===== src/rtl/irda_tx_pkg.sv =====
// Shared types and constants for the NEC infrared transmitter: FSM states,
// register map, and the fixed phase lengths of an NEC frame in units.
package irda_tx_pkg;

  typedef enum logic [2:0] {
    ST_IDLE       = 3'd0,
    ST_LEAD_MARK  = 3'd1,
    ST_LEAD_SPACE = 3'd2,
    ST_BIT_MARK   = 3'd3,
    ST_BIT_SPACE  = 3'd4,
    ST_STOP_MARK  = 3'd5,
    ST_GAP        = 3'd6
  } state_t;

  localparam logic ADDR_DATA   = 1'b0;
  localparam logic ADDR_STATUS = 1'b1;

  localparam int STAT_BUSY    = 0;
  localparam int STAT_PEND    = 1;
  localparam int STAT_IRQ     = 2;
  localparam int STAT_OVERRUN = 3;

  localparam logic [6:0] LEAD_MARK_UNITS  = 7'd16;
  localparam logic [6:0] LEAD_SPACE_UNITS = 7'd8;
  localparam logic [6:0] BIT_MARK_UNITS   = 7'd1;
  localparam logic [6:0] ZERO_SPACE_UNITS = 7'd1;
  localparam logic [6:0] ONE_SPACE_UNITS  = 7'd3;
  localparam logic [6:0] STOP_MARK_UNITS  = 7'd1;

  function automatic logic is_mark(input state_t s);
    return (s == ST_LEAD_MARK) || (s == ST_BIT_MARK) || (s == ST_STOP_MARK);
  endfunction

  // Length in units of the phase the FSM is currently in.
  function automatic logic [6:0] phase_units(input state_t s, input logic bit_val,
                                             input logic [6:0] gap_units);
    logic [6:0] units;
    case (s)
      ST_LEAD_MARK:  units = LEAD_MARK_UNITS;
      ST_LEAD_SPACE: units = LEAD_SPACE_UNITS;
      ST_BIT_MARK:   units = BIT_MARK_UNITS;
      ST_BIT_SPACE:  units = bit_val ? ONE_SPACE_UNITS : ZERO_SPACE_UNITS;
      ST_STOP_MARK:  units = STOP_MARK_UNITS;
      ST_GAP:        units = gap_units;
      default:       units = 7'd1;
    endcase
    return units;
  endfunction

endpackage


===== src/rtl/irda_carrier_gen.sv =====
// Carrier generator: a free-running divider that is held at phase 0 while
// disabled and restarted at mark entry, so every mark opens with a high phase.
module irda_carrier_gen #(
  parameter int CARRIER_DIV  = 1316,
  parameter int CARRIER_HIGH = 439
) (
  input  logic clk,
  input  logic reset,
  input  logic i_enable,
  input  logic i_restart,
  output logic o_carrier
);

  localparam int CW = (CARRIER_DIV > 1) ? $clog2(CARRIER_DIV) : 1;
  localparam logic [CW-1:0] CNT_LAST = CW'(CARRIER_DIV - 1);

  logic [CW-1:0] r_cnt;
  logic [CW-1:0] w_cnt_next;
  logic          r_carrier;

  // Next divider phase; inputs describe the cycle being entered.
  always_comb begin
    w_cnt_next = '0;
    if (!i_enable || i_restart) begin
      w_cnt_next = '0;
    end else if (r_cnt == CNT_LAST) begin
      w_cnt_next = '0;
    end else begin
      w_cnt_next = r_cnt + CW'(1);
    end
  end

  // Divider and registered carrier level.
  always_ff @(posedge clk) begin
    if (reset) begin
      r_cnt     <= '0;
      r_carrier <= 1'b0;
    end else begin
      r_cnt     <= w_cnt_next;
      r_carrier <= i_enable && ({{(32-CW){1'b0}}, w_cnt_next} < 32'(CARRIER_HIGH));
    end
  end

  assign o_carrier = r_carrier;

endmodule


===== src/rtl/irda_nec_transmit.sv =====
// Avalon-MM NEC infrared transmitter: sends a 32-bit word LSB first as an NEC
// frame with a one-deep pending buffer and a sticky end-of-frame interrupt.
module irda_nec_transmit
  import irda_tx_pkg::*;
#(
  parameter int UNIT_CYCLES  = 28125,
  parameter int CARRIER_DIV  = 1316,
  parameter int CARRIER_HIGH = 439,
  parameter int GAP_UNITS    = 72
) (
  input  logic        clk,
  input  logic        reset,
  output logic        irq,
  input  logic        s_cs_n,
  input  logic        s_address,
  input  logic        s_read,
  output logic [31:0] s_readdata,
  input  logic        s_write,
  input  logic [31:0] s_writedata,
  output logic        ir_tx,
  output logic        ir_env
);

  localparam int UNIT_W = (UNIT_CYCLES > 1) ? $clog2(UNIT_CYCLES) : 1;
  localparam logic [UNIT_W-1:0] UNIT_LAST = UNIT_W'(UNIT_CYCLES - 1);
  localparam logic [6:0] GAP_U = 7'(GAP_UNITS);

  state_t r_state;
  state_t w_state_next;

  logic [UNIT_W-1:0] r_unit_cnt;
  logic [6:0]        r_phase_cnt;
  logic [4:0]        r_bit_idx;
  logic [31:0]       r_data;
  logic [31:0]       r_pending;
  logic              r_pend_full;
  logic              r_overrun;
  logic              r_irq;
  logic              r_ir_env;

  logic        w_data_wr;
  logic        w_stat_wr;
  logic        w_busy;
  logic        w_cur_bit;
  logic [6:0]  w_units;
  logic        w_unit_end;
  logic        w_phase_end;
  logic        w_done;
  logic        w_load;
  logic [31:0] w_load_word;
  logic        w_pend_take;
  logic        w_pend_store;
  logic        w_overrun_set;
  logic        w_mark_next;
  logic        w_mark_entry;
  logic        w_carrier;

  assign w_data_wr   = !s_cs_n && s_write && (s_address == ADDR_DATA);
  assign w_stat_wr   = !s_cs_n && s_write && (s_address == ADDR_STATUS);
  assign w_busy      = (r_state != ST_IDLE);
  assign w_cur_bit   = r_data[r_bit_idx];
  assign w_units     = phase_units(r_state, w_cur_bit, GAP_U);
  assign w_unit_end  = (r_unit_cnt == UNIT_LAST);
  assign w_phase_end = w_unit_end && (r_phase_cnt == (w_units - 7'd1));
  assign w_done      = (r_state == ST_GAP) && w_phase_end;

  // At frame end the pending word moves out before a same-cycle write lands in
  // pending; with pending empty such a write starts the next frame directly.
  assign w_load        = ((r_state == ST_IDLE) && w_data_wr) || (w_done && (r_pend_full || w_data_wr));
  assign w_load_word   = (w_done && r_pend_full) ? r_pending : s_writedata;
  assign w_pend_take   = w_done && r_pend_full;
  assign w_pend_store  = w_data_wr && w_busy && (w_pend_take || (!r_pend_full && !w_done));
  assign w_overrun_set = w_data_wr && w_busy && r_pend_full && !w_done;

  assign w_mark_next  = is_mark(w_state_next);
  assign w_mark_entry = w_mark_next && !is_mark(r_state);

  // Next-state logic for the frame sequencer.
  always_comb begin
    w_state_next = r_state;
    case (r_state)
      ST_IDLE: begin
        if (w_data_wr) w_state_next = ST_LEAD_MARK;
        else           w_state_next = ST_IDLE;
      end
      ST_LEAD_MARK: begin
        if (w_phase_end) w_state_next = ST_LEAD_SPACE;
        else             w_state_next = ST_LEAD_MARK;
      end
      ST_LEAD_SPACE: begin
        if (w_phase_end) w_state_next = ST_BIT_MARK;
        else             w_state_next = ST_LEAD_SPACE;
      end
      ST_BIT_MARK: begin
        if (w_phase_end) w_state_next = ST_BIT_SPACE;
        else             w_state_next = ST_BIT_MARK;
      end
      ST_BIT_SPACE: begin
        if (w_phase_end) begin
          if (r_bit_idx == 5'd31) w_state_next = ST_STOP_MARK;
          else                    w_state_next = ST_BIT_MARK;
        end else begin
          w_state_next = ST_BIT_SPACE;
        end
      end
      ST_STOP_MARK: begin
        if (w_phase_end) w_state_next = ST_GAP;
        else             w_state_next = ST_STOP_MARK;
      end
      ST_GAP: begin
        if (w_done) begin
          if (r_pend_full || w_data_wr) w_state_next = ST_LEAD_MARK;
          else                          w_state_next = ST_IDLE;
        end else begin
          w_state_next = ST_GAP;
        end
      end
      default: w_state_next = ST_IDLE;
    endcase
  end

  // State register.
  always_ff @(posedge clk) begin
    if (reset) r_state <= ST_IDLE;
    else       r_state <= w_state_next;
  end

  // Unit, phase and bit counters; all restart together at a phase boundary.
  always_ff @(posedge clk) begin
    if (reset) begin
      r_unit_cnt  <= '0;
      r_phase_cnt <= 7'd0;
      r_bit_idx   <= 5'd0;
    end else begin
      if ((r_state == ST_IDLE) || w_unit_end) r_unit_cnt <= '0;
      else                                    r_unit_cnt <= r_unit_cnt + UNIT_W'(1);

      if ((r_state == ST_IDLE) || w_phase_end) r_phase_cnt <= 7'd0;
      else if (w_unit_end)                     r_phase_cnt <= r_phase_cnt + 7'd1;
      else                                     r_phase_cnt <= r_phase_cnt;

      if (w_load)                                         r_bit_idx <= 5'd0;
      else if ((r_state == ST_BIT_SPACE) && w_phase_end) r_bit_idx <= r_bit_idx + 5'd1;
      else                                                r_bit_idx <= r_bit_idx;
    end
  end

  // Transmit word and one-deep pending buffer.
  always_ff @(posedge clk) begin
    if (reset) begin
      r_data      <= 32'd0;
      r_pending   <= 32'd0;
      r_pend_full <= 1'b0;
    end else begin
      if (w_load) r_data <= w_load_word;
      else        r_data <= r_data;

      if (w_pend_store) r_pending <= s_writedata;
      else              r_pending <= r_pending;

      if (w_pend_store)     r_pend_full <= 1'b1;
      else if (w_pend_take) r_pend_full <= 1'b0;
      else                  r_pend_full <= r_pend_full;
    end
  end

  // Sticky flags: setting takes priority over a same-cycle clear.
  always_ff @(posedge clk) begin
    if (reset) begin
      r_irq     <= 1'b0;
      r_overrun <= 1'b0;
    end else begin
      if (w_done)                                       r_irq <= 1'b1;
      else if (w_stat_wr && s_writedata[STAT_IRQ])      r_irq <= 1'b0;
      else                                              r_irq <= r_irq;

      if (w_overrun_set)                                r_overrun <= 1'b1;
      else if (w_stat_wr && s_writedata[STAT_OVERRUN])  r_overrun <= 1'b0;
      else                                              r_overrun <= r_overrun;
    end
  end

  // Envelope tracks the state being entered so it is aligned with the FSM.
  always_ff @(posedge clk) begin
    if (reset) r_ir_env <= 1'b0;
    else       r_ir_env <= w_mark_next;
  end

  irda_carrier_gen #(
    .CARRIER_DIV (CARRIER_DIV),
    .CARRIER_HIGH(CARRIER_HIGH)
  ) u_carrier (
    .clk      (clk),
    .reset    (reset),
    .i_enable (w_mark_next),
    .i_restart(w_mark_entry),
    .o_carrier(w_carrier)
  );

  // Zero-wait-state read mux.
  always_comb begin
    s_readdata = 32'd0;
    if (!s_cs_n && s_read) begin
      if (s_address == ADDR_STATUS) begin
        s_readdata[STAT_BUSY]    = w_busy;
        s_readdata[STAT_PEND]    = r_pend_full;
        s_readdata[STAT_IRQ]     = r_irq;
        s_readdata[STAT_OVERRUN] = r_overrun;
      end else begin
        s_readdata = r_data;
      end
    end else begin
      s_readdata = 32'd0;
    end
  end

  assign irq    = r_irq;
  assign ir_env = r_ir_env;
  assign ir_tx  = r_ir_env & w_carrier;

endmodule


===== config.mk =====
export PLATFORM = sky130hd
export DESIGN_NAME = irda_nec_transmit
export DESIGN_NICKNAME = d
export VERILOG_FILES = /design/src/rtl/irda_tx_pkg.sv /design/src/rtl/irda_carrier_gen.sv /design/src/rtl/irda_nec_transmit.sv
export SDC_FILE = /design/constraint.sdc
export NUM_CORES = 1
export LEC_CHECK = 0
export BUFFER_PORTS_ARGS = -buffer_cell sky130_fd_sc_hd__buf_2
export CELL_PAD_IN_SITES_DETAIL_PLACEMENT = 0
export CELL_PAD_IN_SITES_GLOBAL_PLACEMENT = 1
export CORE_MARGIN = 5
export CORE_UTILIZATION = 35
export DETAILED_ROUTE_END_ITERATION = 8
export GPL_ROUTABILITY_DRIVEN = 0
export PLACE_DENSITY_LB_ADDON = 0.15
export SKIP_LAST_GASP = 1
export SLEW_MARGIN = 20
export SYNTH_ARGS = -nofsm -noshare
export SYNTH_HDL_FRONTEND = slang
export SYNTH_SLANG_ARGS = --single-unit

===== constraint.sdc =====
create_clock -name clk -period 10.9 [get_ports clk]
set_clock_uncertainty 0.15 [all_clocks]
set_input_delay 1.09 -clock clk [delete_from_list [all_inputs] [get_ports clk]]
set_output_delay 1.09 -clock clk [all_outputs]
set_load 0.1 [all_outputs]

==> impl_metrics.env, run 1 <==
export IMPL_crit_arrival_ps=5550
export IMPL_drv_cap=0
export IMPL_required_ps=10950
export IMPL_io_buffers=72
export IMPL_cts_tree="done"
export IMPL_clock_latency_ps=350
export IMPL_worst_slew_pin_slew_ps=975.3
export IMPL_wl_per_cell_um=14.99
export IMPL_drtIter0Drc=273
export IMPL_cts_hold_buf=0
export IMPL_postRouteAntennaNets=0
export IMPL_synth_flop_cell="dfxtp_1"
export IMPL_finalSetupTns_ps=0
export IMPL_yosys_top_cells_count="110 x dfxtp_1, 86 x nor2_1, 85 x nand2_1"
export IMPL_cts_buffers=9
export IMPL_synth_area_leaders="dfxtp_1 39%, mux2i_1 6.6%, a211oi_2 6.5%"
export IMPL_ioPinCount=73
export IMPL_cp_max_fo=33
export IMPL_hold_viol=0
export IMPL_cts_sinks=110
export IMPL_dieHeight_um=136.2
export IMPL_max_vdd_ir_drop_v=0.00008548
export IMPL_fillers=1622
export IMPL_multiInputGateArea_um2=3166
export IMPL_clock_root_buffer="clkbuf_16"
export IMPL_critPathKind="register to register"
export IMPL_coreArea_um2=15770
export IMPL_slew_viol_final=0
export IMPL_vias=4451
export IMPL_p_leak_uw=0.002219
export IMPL_diodes=0
export IMPL_clock_path_buffers=2
export IMPL_synth_nets=669
export IMPL_cp_start_kind="register"
export IMPL_rsz0062_at_grt="no"
export IMPL_yosysTopAreaCell="dfxtp_1"
export IMPL_yosysWarningCount=0
export IMPL_row_count=46
export IMPL_cts_setup_buffers=0
export IMPL_cts_htree_levels=3
export IMPL_status="finished clean"
export IMPL_power_per_cell_area_nw_per_um2=130.5
export IMPL_path_clk_slew_ps=80
export IMPL_final_util_pct=40.44
export IMPL_hp_class="register to register"
export IMPL_routed_wl_um=13350
export IMPL_crit_path_end_kind="register"
export IMPL_vias_per_cell=5.001
export IMPL_synth_cells=622
export IMPL_synth_edf_count=0
export IMPL_synth_most_common_cell="dfxtp_1"
export IMPL_synth_distinct_cells=56
export IMPL_grt_ovfl_total=0
export IMPL_ys_seq_elements=110
export IMPL_nNetsFinal=716
export IMPL_synth_area_um2=5578
export IMPL_dieArea_um2=18560
export IMPL_post_route_period_util_pct=50.52
export IMPL_cts_resized=0
export IMPL_fmax_mhz=181.6
export IMPL_ys_seq_area_share_pct=39.48
export IMPL_drive_above_1_share_pct=21.07
export IMPL_grt_pass1_wl_um=22040
export IMPL_area_delta_synth_final_pct=14.33
export IMPL_grtUsageTotal_pct=14.80
export IMPL_drc_errors=0
export IMPL_seq_area_um2=2202
export IMPL_dr_pass1_iters=4
export IMPL_synth_top_area_share_pct=39.48
export IMPL_max_slew_margin_pct=34.98
export IMPL_finalSetupViolations=0
export IMPL_chipWidth_um=136.2
export IMPL_fin_crit_ps=5507
export IMPL_syn_area_per_cell_um2=8.968
export IMPL_start_util_pct=35.37
export IMPL_postSynth_asyncResetShare_pct=0
export IMPL_grt_pass1_vias=4307
export IMPL_grt_max_degree=77
export IMPL_antenna_found_initial=0
export IMPL_hpwl_um=9139
sequential cells by signal (all words and copies together) (netlist names):
signal / flops
r_pending: 32
u_carrier.o_carrier: 1
r_overrun: 1
r_unit_cnt: 15
r_bit_idx: 5
ir_env: 1
r_phase_cnt: 7
irq: 1
r_state: 3
u_carrier.r_cnt: 11
r_data: 32
r_pend_full: 1
power by group:
| part | leakage (µW) | internal, µW | total (µW) | switching [µW] |
|---|---|---|---|---|
| Sequential | 0.000890 | 410 | 418 | 7.99 |
| Clock | 0.000149 | 186 | 343 | 157 |
| Combinational | 0.00118 | 24.9 | 71.2 | 46.3 |
| Total | 0.00222 | 621 | 832 | 211 |
stage by stage:
| stage | power (µW) | setup WS [ps] | cells | cell area, µm² | hold WS, ps |
|---|---|---|---|---|---|
| floorplan | 478.7 | 5533 | 622 | 5578 | 286.0 |
| global placement | 498.5 | 5169 | 874 | 6060 | 291.0 |
| detailed placement | 499.1 | 4976 | 874 | 6060 | 297.2 |
| CTS | 844.6 | 4975 | 890 | 6367 | 307.6 |
| global route | 867.9 | 5038 | 890 | 6377 | 325.6 |
| finish | 832.0 | 5393 | 890 | 6377 | 303.9 |
final cells by class:
class                           instances  share of cell area (%)
Multi-Input combinational cell        462                   49.64
Clock buffer                           10                   3.747
Sequential cell                       110                   34.53
Tap cell                              216                   4.238
Clock inverter                          6                   1.079
Inverter                                9                  0.5297
Timing Repair Buffer                   77                   6.239
path summary, 6_finish.rpt:
path | from | endpoint | slack, ps | cells past startpoint
setup / recovery | r_bit_idx[0]$_SDFFE_PP0P_ | r_pending[26]$_SDFFE_PP0P_ | 5390 | 15
hold / removal | r_pending[23]$_SDFFE_PP0P_ | r_pending[23]$_SDFFE_PP0P_ | 300 | 2
setup reg to reg | r_bit_idx[0]$_SDFFE_PP0P_ | r_pending[26]$_SDFFE_PP0P_ | 5390 | 15
hold reg to reg | r_pending[23]$_SDFFE_PP0P_ | r_pending[23]$_SDFFE_PP0P_ | 300 | 2
worst max-delay path: stages, from the launching register on:
cell and delay (ps):
dfxtp_1 740, mux4_2 590, mux4_2 490, mux2_2 270, nand2_1 60, ha_1 220, ha_1 260, xnor2_1 120
or4_1 420, a221o_2 410, nor4b_2 510, ha_4 280, or3_1 360, buf_4 280, nand2_1 130, a21oi_1 60
cells by family (layout without fill, tap and decap cells):
kind of cell             after synthesis  in the layout  share of synthesized area (%)
AO/OA/AOI/OAI                        101            101                          14.69
XOR/XNOR                              37             37                          5.810
flip-flops                           110            110                          39.48
multiplexers                          48             48                          10.88
buffers and inverters                 50            102                          4.082
AND/OR/NAND/NOR                      266            266                          22.86
adder cells (fa/ha/maj)               10             10                          2.198
placed cells by master (no fill, tap or decap), drive strengths merged, types with 2 or more instances in the layout:
cell type,instances
nor2b,4
nand4,9
clkbuf,10
nand2b,4
o21ai,4
and2,31
buf,77
and3,5
nor3b,2
ha,9
nand2,85
xnor2,15
a2111oi,2
or3,4
xor2,22
or4,4
nor2,86
nand3,15
nand3b,2
a211oi,36
clkinv,3
o22ai,2
mux2i,37
nor3,3
dfxtp,110
mux4,10
a21oi,43
nand4b,6
o221ai,2
inv,10
per-layer routing:
metal / part of all wire (%) / track usage [%] / vias to the layer above
met1: 51 / 21.42 / 2089
met4: 1.9 / 5.543 / 0
met2: 43 / 21.79 / 91
met5: 0 / 0 / -
li1: - / - / 2255
met3: 4.6 / 2.739 / 16
Power figures use the tool's default switching activity.
==> inputs of run 2 (changes only) <==
==> constraint.sdc (replaced) <==
create_clock -name clk -period 5.4 [get_ports clk]
set_clock_uncertainty 0.15 [all_clocks]
set_input_delay 0.54 -clock clk [delete_from_list [all_inputs] [get_ports clk]]
set_output_delay 0.54 -clock clk [all_outputs]
set_load 0.1 [all_outputs]
==> run 2 against run 1 <==
Effect of this change: routed wire length is 1.7% higher; via count increased by 0.20%; hold slack worse by 32 ps; sequential power increased by 100%; count of clock-buffer cells in the layout fell by 1; sequential share of layout area fell by 0.24 points; register-to-register slack worse by 5100 ps; first-iteration DRC count down 28%; critical path type unchanged; largest cell class unchanged.
==> impl_metrics.env, run 2 (synthesis gave the netlist of run 1 again) <==
export IMPL_clock_root_buffer="clkbuf_16"
export IMPL_rsz0062_at_grt="no"
export IMPL_max_vdd_ir_drop_v=0.0001437
export IMPL_io_buffers=72
export IMPL_finalSetupTns_ps=0
export IMPL_start_util_pct=35.37
export IMPL_clock_latency_ps=360
export IMPL_crit_arrival_ps=5140
export IMPL_cts_sinks=110
export IMPL_vias_per_cell=4.978
export IMPL_drv_cap=0
export IMPL_cts_tree="done"
export IMPL_slowest_delay_ps=530
export IMPL_grt_pass1_vias=4360
export IMPL_cts_buffers=9
export IMPL_cts_htree_levels=3
export IMPL_ioPinCount=73
export IMPL_wl_per_cell_um=15.14
export IMPL_routed_wl_um=13570
export IMPL_row_count=46
export IMPL_antenna_found_initial=0
export IMPL_dieHeight_um=136.2
export IMPL_diodes=0
export IMPL_status="finished clean"
export IMPL_fin_crit_ps=5094
export IMPL_multiInputGateArea_um2=3164
export IMPL_seq_area_um2=2202
export IMPL_final_cell_mix="110 x dfxtp_1, 86 x nor2_1, 85 x nand2_1, 72 x buf_2, 43 x a21oi_1"
export IMPL_cp_max_fo=33
export IMPL_coreArea_um2=15770
export IMPL_hpwl_um=9221
export IMPL_critPathKind="register to register"
export IMPL_clock_path_buffers=2
export IMPL_drtIter0Drc=197
export IMPL_fillers=1593
export IMPL_crit_path_end_kind="register"
export IMPL_vias=4460
export IMPL_slew_viol_final=0
export IMPL_postRouteAntennaNets=0
export IMPL_cts_hold_buf=0
export IMPL_area_delta_synth_final_pct=15.14
export IMPL_worst_slew_pin_slew_ps=873.5
export IMPL_cp_start_kind="register"
export IMPL_dieArea_um2=18560
export IMPL_required_ps=5450
export IMPL_hp_class="input port to register"
export IMPL_finalSetupViolations=0
export IMPL_max_slew_margin_pct=41.77
export IMPL_p_leak_uw=0.002255
export IMPL_reg_largest_list="r_data x32, r_pending x32, r_unit_cnt x15"
export IMPL_slowest_stage="mux4_2"
export IMPL_design_area_um2=6422
export IMPL_dr_pass1_iters=5
export IMPL_grt_ovfl_total=0
export IMPL_crit_chain="buf_4, mux4_2, mux4_2, mux2_2, nand2_1, ha_1, ha_1, xnor2_1, or4_1, a221o_2, nor4b_4, ha_2, or3_1, buf_6, nand2_1, a21oi_1"
export IMPL_final_common_cell="dfxtp_1"
export IMPL_drive_above_1_share_pct=21.76
export IMPL_grt_max_degree=65
export IMPL_hold_viol=0
export IMPL_fmax_mhz=196.3
export IMPL_nNetsFinal=723
export IMPL_chipWidth_um=136.2
export IMPL_power_per_cell_area_nw_per_um2=252.5
export IMPL_path_clk_slew_ps=80
export IMPL_drc_errors=0
export IMPL_placed_area_um2=6137
export IMPL_grt_pass1_wl_um=22510
export IMPL_post_route_period_util_pct=94.33
export IMPL_grtUsageTotal_pct=14.98
==> run 2: power by group <==
part	leakage, µW	switching [µW]	total [µW]	internal [µW]
combinational	0.00123	94.7	146	51.1
clock	0.000132	318	633	315
sequential	0.000890	15.1	843	827
==> run 2: cell type report <==
cell class                      instances  share of cell area, %
Clock inverter                          6                 0.7403
Sequential cell                       110                  34.29
Timing Repair Buffer                   84                  7.462
Multi-Input combinational cell        462                  49.27
Tap cell                              216                  4.208
Inverter                                9                 0.5260
Clock buffer                            9                  3.507
==> run 2: what timing repair did <==
item                                    in CTS  in global routing
setup buffers                                0                  0
endpoints found under the setup margin       0                 32
resized for setup                            0                  2
==> run 2: worst paths after layout <==
check / depth (start not counted) / slack [ps] / end / start
worst max register to register: 16 / 310 / r_pending[27]$_SDFFE_PP0P_ / r_bit_idx[0]$_SDFFE_PP0P_
worst max-delay path: 16 / 310 / r_pending[27]$_SDFFE_PP0P_ / r_bit_idx[0]$_SDFFE_PP0P_
worst min-delay path: 3 / 270 / r_pending[14]$_SDFFE_PP0P_ / s_writedata[14]
worst min register to register: 2 / 310 / r_pending[6]$_SDFFE_PP0P_ / r_pending[6]$_SDFFE_PP0P_
==> run 2: through the flow <==
stage                     worst slack, ps  hold slack (ps)  utilization, %  power [µW]  std cells
final                               306.1            271.8           40.73        1622        896
after global routing                59.78            269.3           40.73        1690        896
after CTS                           182.4            263.4           40.65        1643        896
after detailed placement            193.3            296.1           38.92        1007        881
after global placement              284.5            290.7           38.92        1007        881
after floorplan                     32.60            286.0               -       966.3        622
==> run 2: routing by layer <==
layer | share of wire [%] | track usage [%]
met3 | 3.4 | 2.924
met2 | 44 | 22.89
met4 | 1.8 | 5.207
met1 | 51 | 21.08
met5 | 0 | 0
==> run 2: critical path, delay by kind of cell, from the launching register on <==
family	cells	cell delay (ps)
buffers and inverters	2	380
and+or+nand+nor	5	1330
xor gates and xnor gates	1	120
DFF	1	340
muxes	3	1290
adders and majority gates	3	820
AOI/OAI and AO/OA	2	480
==> inputs of run 3 (changes only) <==
--- a/config.mk
+++ b/config.mk
@@ -8,11 +8,13 @@
 export BUFFER_PORTS_ARGS = -buffer_cell sky130_fd_sc_hd__buf_2
 export CELL_PAD_IN_SITES_DETAIL_PLACEMENT = 0
 export CELL_PAD_IN_SITES_GLOBAL_PLACEMENT = 1
+export CORE_ASPECT_RATIO = 1.25
 export CORE_MARGIN = 5
 export CORE_UTILIZATION = 35
 export DETAILED_ROUTE_END_ITERATION = 8
 export GPL_ROUTABILITY_DRIVEN = 0
 export PLACE_DENSITY_LB_ADDON = 0.15
+export SETUP_SLACK_MARGIN = 0.02
 export SKIP_LAST_GASP = 1
 export SLEW_MARGIN = 20
 export SYNTH_ARGS = -nofsm -noshare
==> constraint.sdc (replaced) <==
create_clock -name clk -period 5.4 [get_ports clk]
set_clock_uncertainty 0.15 [all_clocks]
set_input_delay 0.54 -clock clk [delete_from_list [all_inputs] [get_ports clk]]
set_output_delay 0.54 -clock clk [all_outputs]
set_load 0.05 [all_outputs]
==> run 3 against run 2 <==
Effect of this change: via count decreased by 0.99%; power rose by 4.7%; final cell count is 0.56% lower; combinational power shrank 9%; critical path type unchanged; largest cell class unchanged; highest routed layer unchanged.
==> impl_metrics.env, run 3 (synthesis gave the netlist of run 1 again) <==
export IMPL_finalSetupViolations=0
export IMPL_ioPinCount=73
export IMPL_worst_r2r_setup_slack_ps=300
export IMPL_postRouteAntennaNets=0
export IMPL_r2r_start="r_bit_idx[0]$_SDFFE_PP0P_"
export IMPL_p_sw_share_pct=23.60
export IMPL_drc_errors=0
export IMPL_nNetsFinal=722
export IMPL_power_per_cell_area_nw_per_um2=262.6
export IMPL_min_from="s_writedata[17]"
export IMPL_clock_root_buffer="clkbuf_16"
export IMPL_worst_slew_pin_slew_ps=865.5
export IMPL_grt_ovfl_total=0
export IMPL_p_switching_uw=400.7
export IMPL_diodes=0
export IMPL_final_cell_mix="110 x dfxtp_1, 86 x nor2_1, 85 x nand2_1, 72 x buf_2, 43 x a21oi_1"
export IMPL_clock_path_buffers=2
export IMPL_drv_cap=0
export IMPL_hold_depth=3
export IMPL_fin_crit_ps=5105
export IMPL_dr_pass1_iters=4
export IMPL_hpwl_um=9291
export IMPL_post_route_period_util_pct=94.54
export IMPL_setup_ws_ps=295.1
export IMPL_vias=4416
export IMPL_fillers=1588
export IMPL_cts_buffers=9
export IMPL_wl_met1_um=5637
export IMPL_wl_met3_um=456
export IMPL_r2r_end="r_pending[30]$_SDFFE_PP0P_"
export IMPL_p_comb_share_pct=7.8
export IMPL_area_delta_synth_final_pct=15.95
export IMPL_clock_latency_ps=350
export IMPL_hp_class="input port to register"
export IMPL_antenna_found_initial=0
export IMPL_multiInputGateArea_um2=3164
export IMPL_cts_tree="done"
export IMPL_chipWidth_um=122.9
export IMPL_hold_viol=0
export IMPL_grt_pass1_vias=4275
export IMPL_cp_max_fo=33
export IMPL_path_clk_slew_ps=80
export IMPL_critPathKind="register to register"
export IMPL_status="finished clean"
export IMPL_p_total_uw=1698
export IMPL_routed_wl_um=13240
export IMPL_cts_htree_levels=3
export IMPL_fmax_mhz=195.9
export IMPL_final_common_cell="dfxtp_1"
export IMPL_cp_start_kind="register"
export IMPL_clock_power_share_pct=42.6
export IMPL_grt_max_degree=65
export IMPL_slew_viol_final=0
export IMPL_wl_per_cell_um=14.86
export IMPL_power_internal_uw=1298
export IMPL_p_leak_uw=0.002278
export IMPL_routed_top_layer="met4"
export IMPL_wl_met2_um=6957
export IMPL_cts_sinks=110
export IMPL_start_util_pct=35.68
export IMPL_crit_arrival_ps=5150
export IMPL_drtIter0Drc=210
export IMPL_dieArea_um2=18580
export IMPL_grt_pass1_wl_um=21550
export IMPL_crit_path_end_kind="register"
export IMPL_hold_path_end="r_pending[17]$_SDFFE_PP0P_"
export IMPL_io_buffers=72
export IMPL_grtUsageTotal_pct=14.74
export IMPL_post_place_ws_ps=249.5
export IMPL_row_count=51
export IMPL_coreArea_um2=15630
export IMPL_dieHeight_um=151.1
export IMPL_reg_largest_list="r_data x32, r_pending x32, r_unit_cnt x15"
export IMPL_power_share_sequential_pct=49.6
export IMPL_finalSetupTns_ps=0
export IMPL_ff2ff_path_depth=16
export IMPL_drive_above_1_share_pct=21.65
export IMPL_vias_per_cell=4.956
export IMPL_rsz0062_at_grt="no"
export IMPL_required_ps=5450
export IMPL_final_util_pct=41.37
export IMPL_max_slew_margin_pct=42.30
export IMPL_max_vdd_ir_drop_v=0.0001136
export IMPL_seq_area_um2=2202
## run 3: cell types whose count changed in the layout (fill, tap and decap cells not counted), sizes merged
cell,previous run,this run
bufinv,0,2
buf,84,83
clkbuf,9,10
clkinv,3,2
clkinvlp,1,0
inv,11,10
## run 3: metrics by stage
step,instance area (µm²),hold WS (ps),std cells
after floorplan,5578,286.0,622
after global placement,6137,290.2,876
after detailed placement,6137,296.5,876
after CTS,6459,261.4,891
after global routing,6467,265.6,891
final,6467,274.0,891
## run 3: cell type report
| type | count | share of cell area [%] |
|---|---|---|
| sequential | 110 | 34.05 |
| timing repair buffer | 83 | 7.429 |
| inverter | 9 | 0.5223 |
| multi-input combinational | 462 | 48.93 |
| clock inverter | 5 | 1.277 |
| tap | 212 | 4.101 |
| clock buffer | 10 | 3.695 |
## run 3: layer usage
layer | up-vias | track usage (%)
met1 | 2077 | 17.42
li1 | 2266 | -
met4 | 0 | 5.434
met5 | - | 0
met3 | 13 | 2.615
met2 | 60 | 26.43
## run 3: critical path, stage by stage (launching register included)
cell	delay, ps
dfxtp_1	330
buf_4	190
mux4_2	520
mux4_2	470
mux2_2	280
nand2_1	70
ha_1	210
ha_1	260
xnor2_1	120
or4_1	440
a221o_2	420
nor4b_4	320
ha_2	330
or3_1	360
buf_4	260
nand2_1	120
a21oi_1	70
## run 3: how the worst max path moves through the flow
stage | startpoint | slack [ps] | cells after the start | to
floorplan | r_bit_idx[0]$_SDFFE_PP0P_ | 30 | 16 | r_data[10]$_SDFFE_PP0P_
global placement | r_bit_idx[0]$_SDFFE_PP0P_ | 330 | 16 | r_pending[19]$_SDFFE_PP0P_
global route | r_bit_idx[0]$_SDFFE_PP0P_ | 60 | 16 | r_pending[29]$_SDFFE_PP0P_
CTS | r_bit_idx[0]$_SDFFE_PP0P_ | 230 | 16 | r_pending[30]$_SDFFE_PP0P_
finish | r_bit_idx[0]$_SDFFE_PP0P_ | 300 | 16 | r_pending[30]$_SDFFE_PP0P_
detailed placement | r_bit_idx[0]$_SDFFE_PP0P_ | 250 | 16 | r_pending[20]$_SDFFE_PP0P_
## run 3: power groups by stage
stage | combinational, µW | sequential [µW] | clock (µW)
finish | 133 | 842 | 723
global route | 147 | 845 | 782
CTS | 135 | 842 | 746
detailed placement | 134 | 862 | 0
global placement | 132 | 862 | 0
floorplan | 98.9 | 855 | 0
## run 3: repair_timing
action | CTS | global route
setup endpoints to repair | 0 | 2
buffers inserted | 0 | 0
hold buffers | 0 | 0
gates resized for setup | 0 | 1
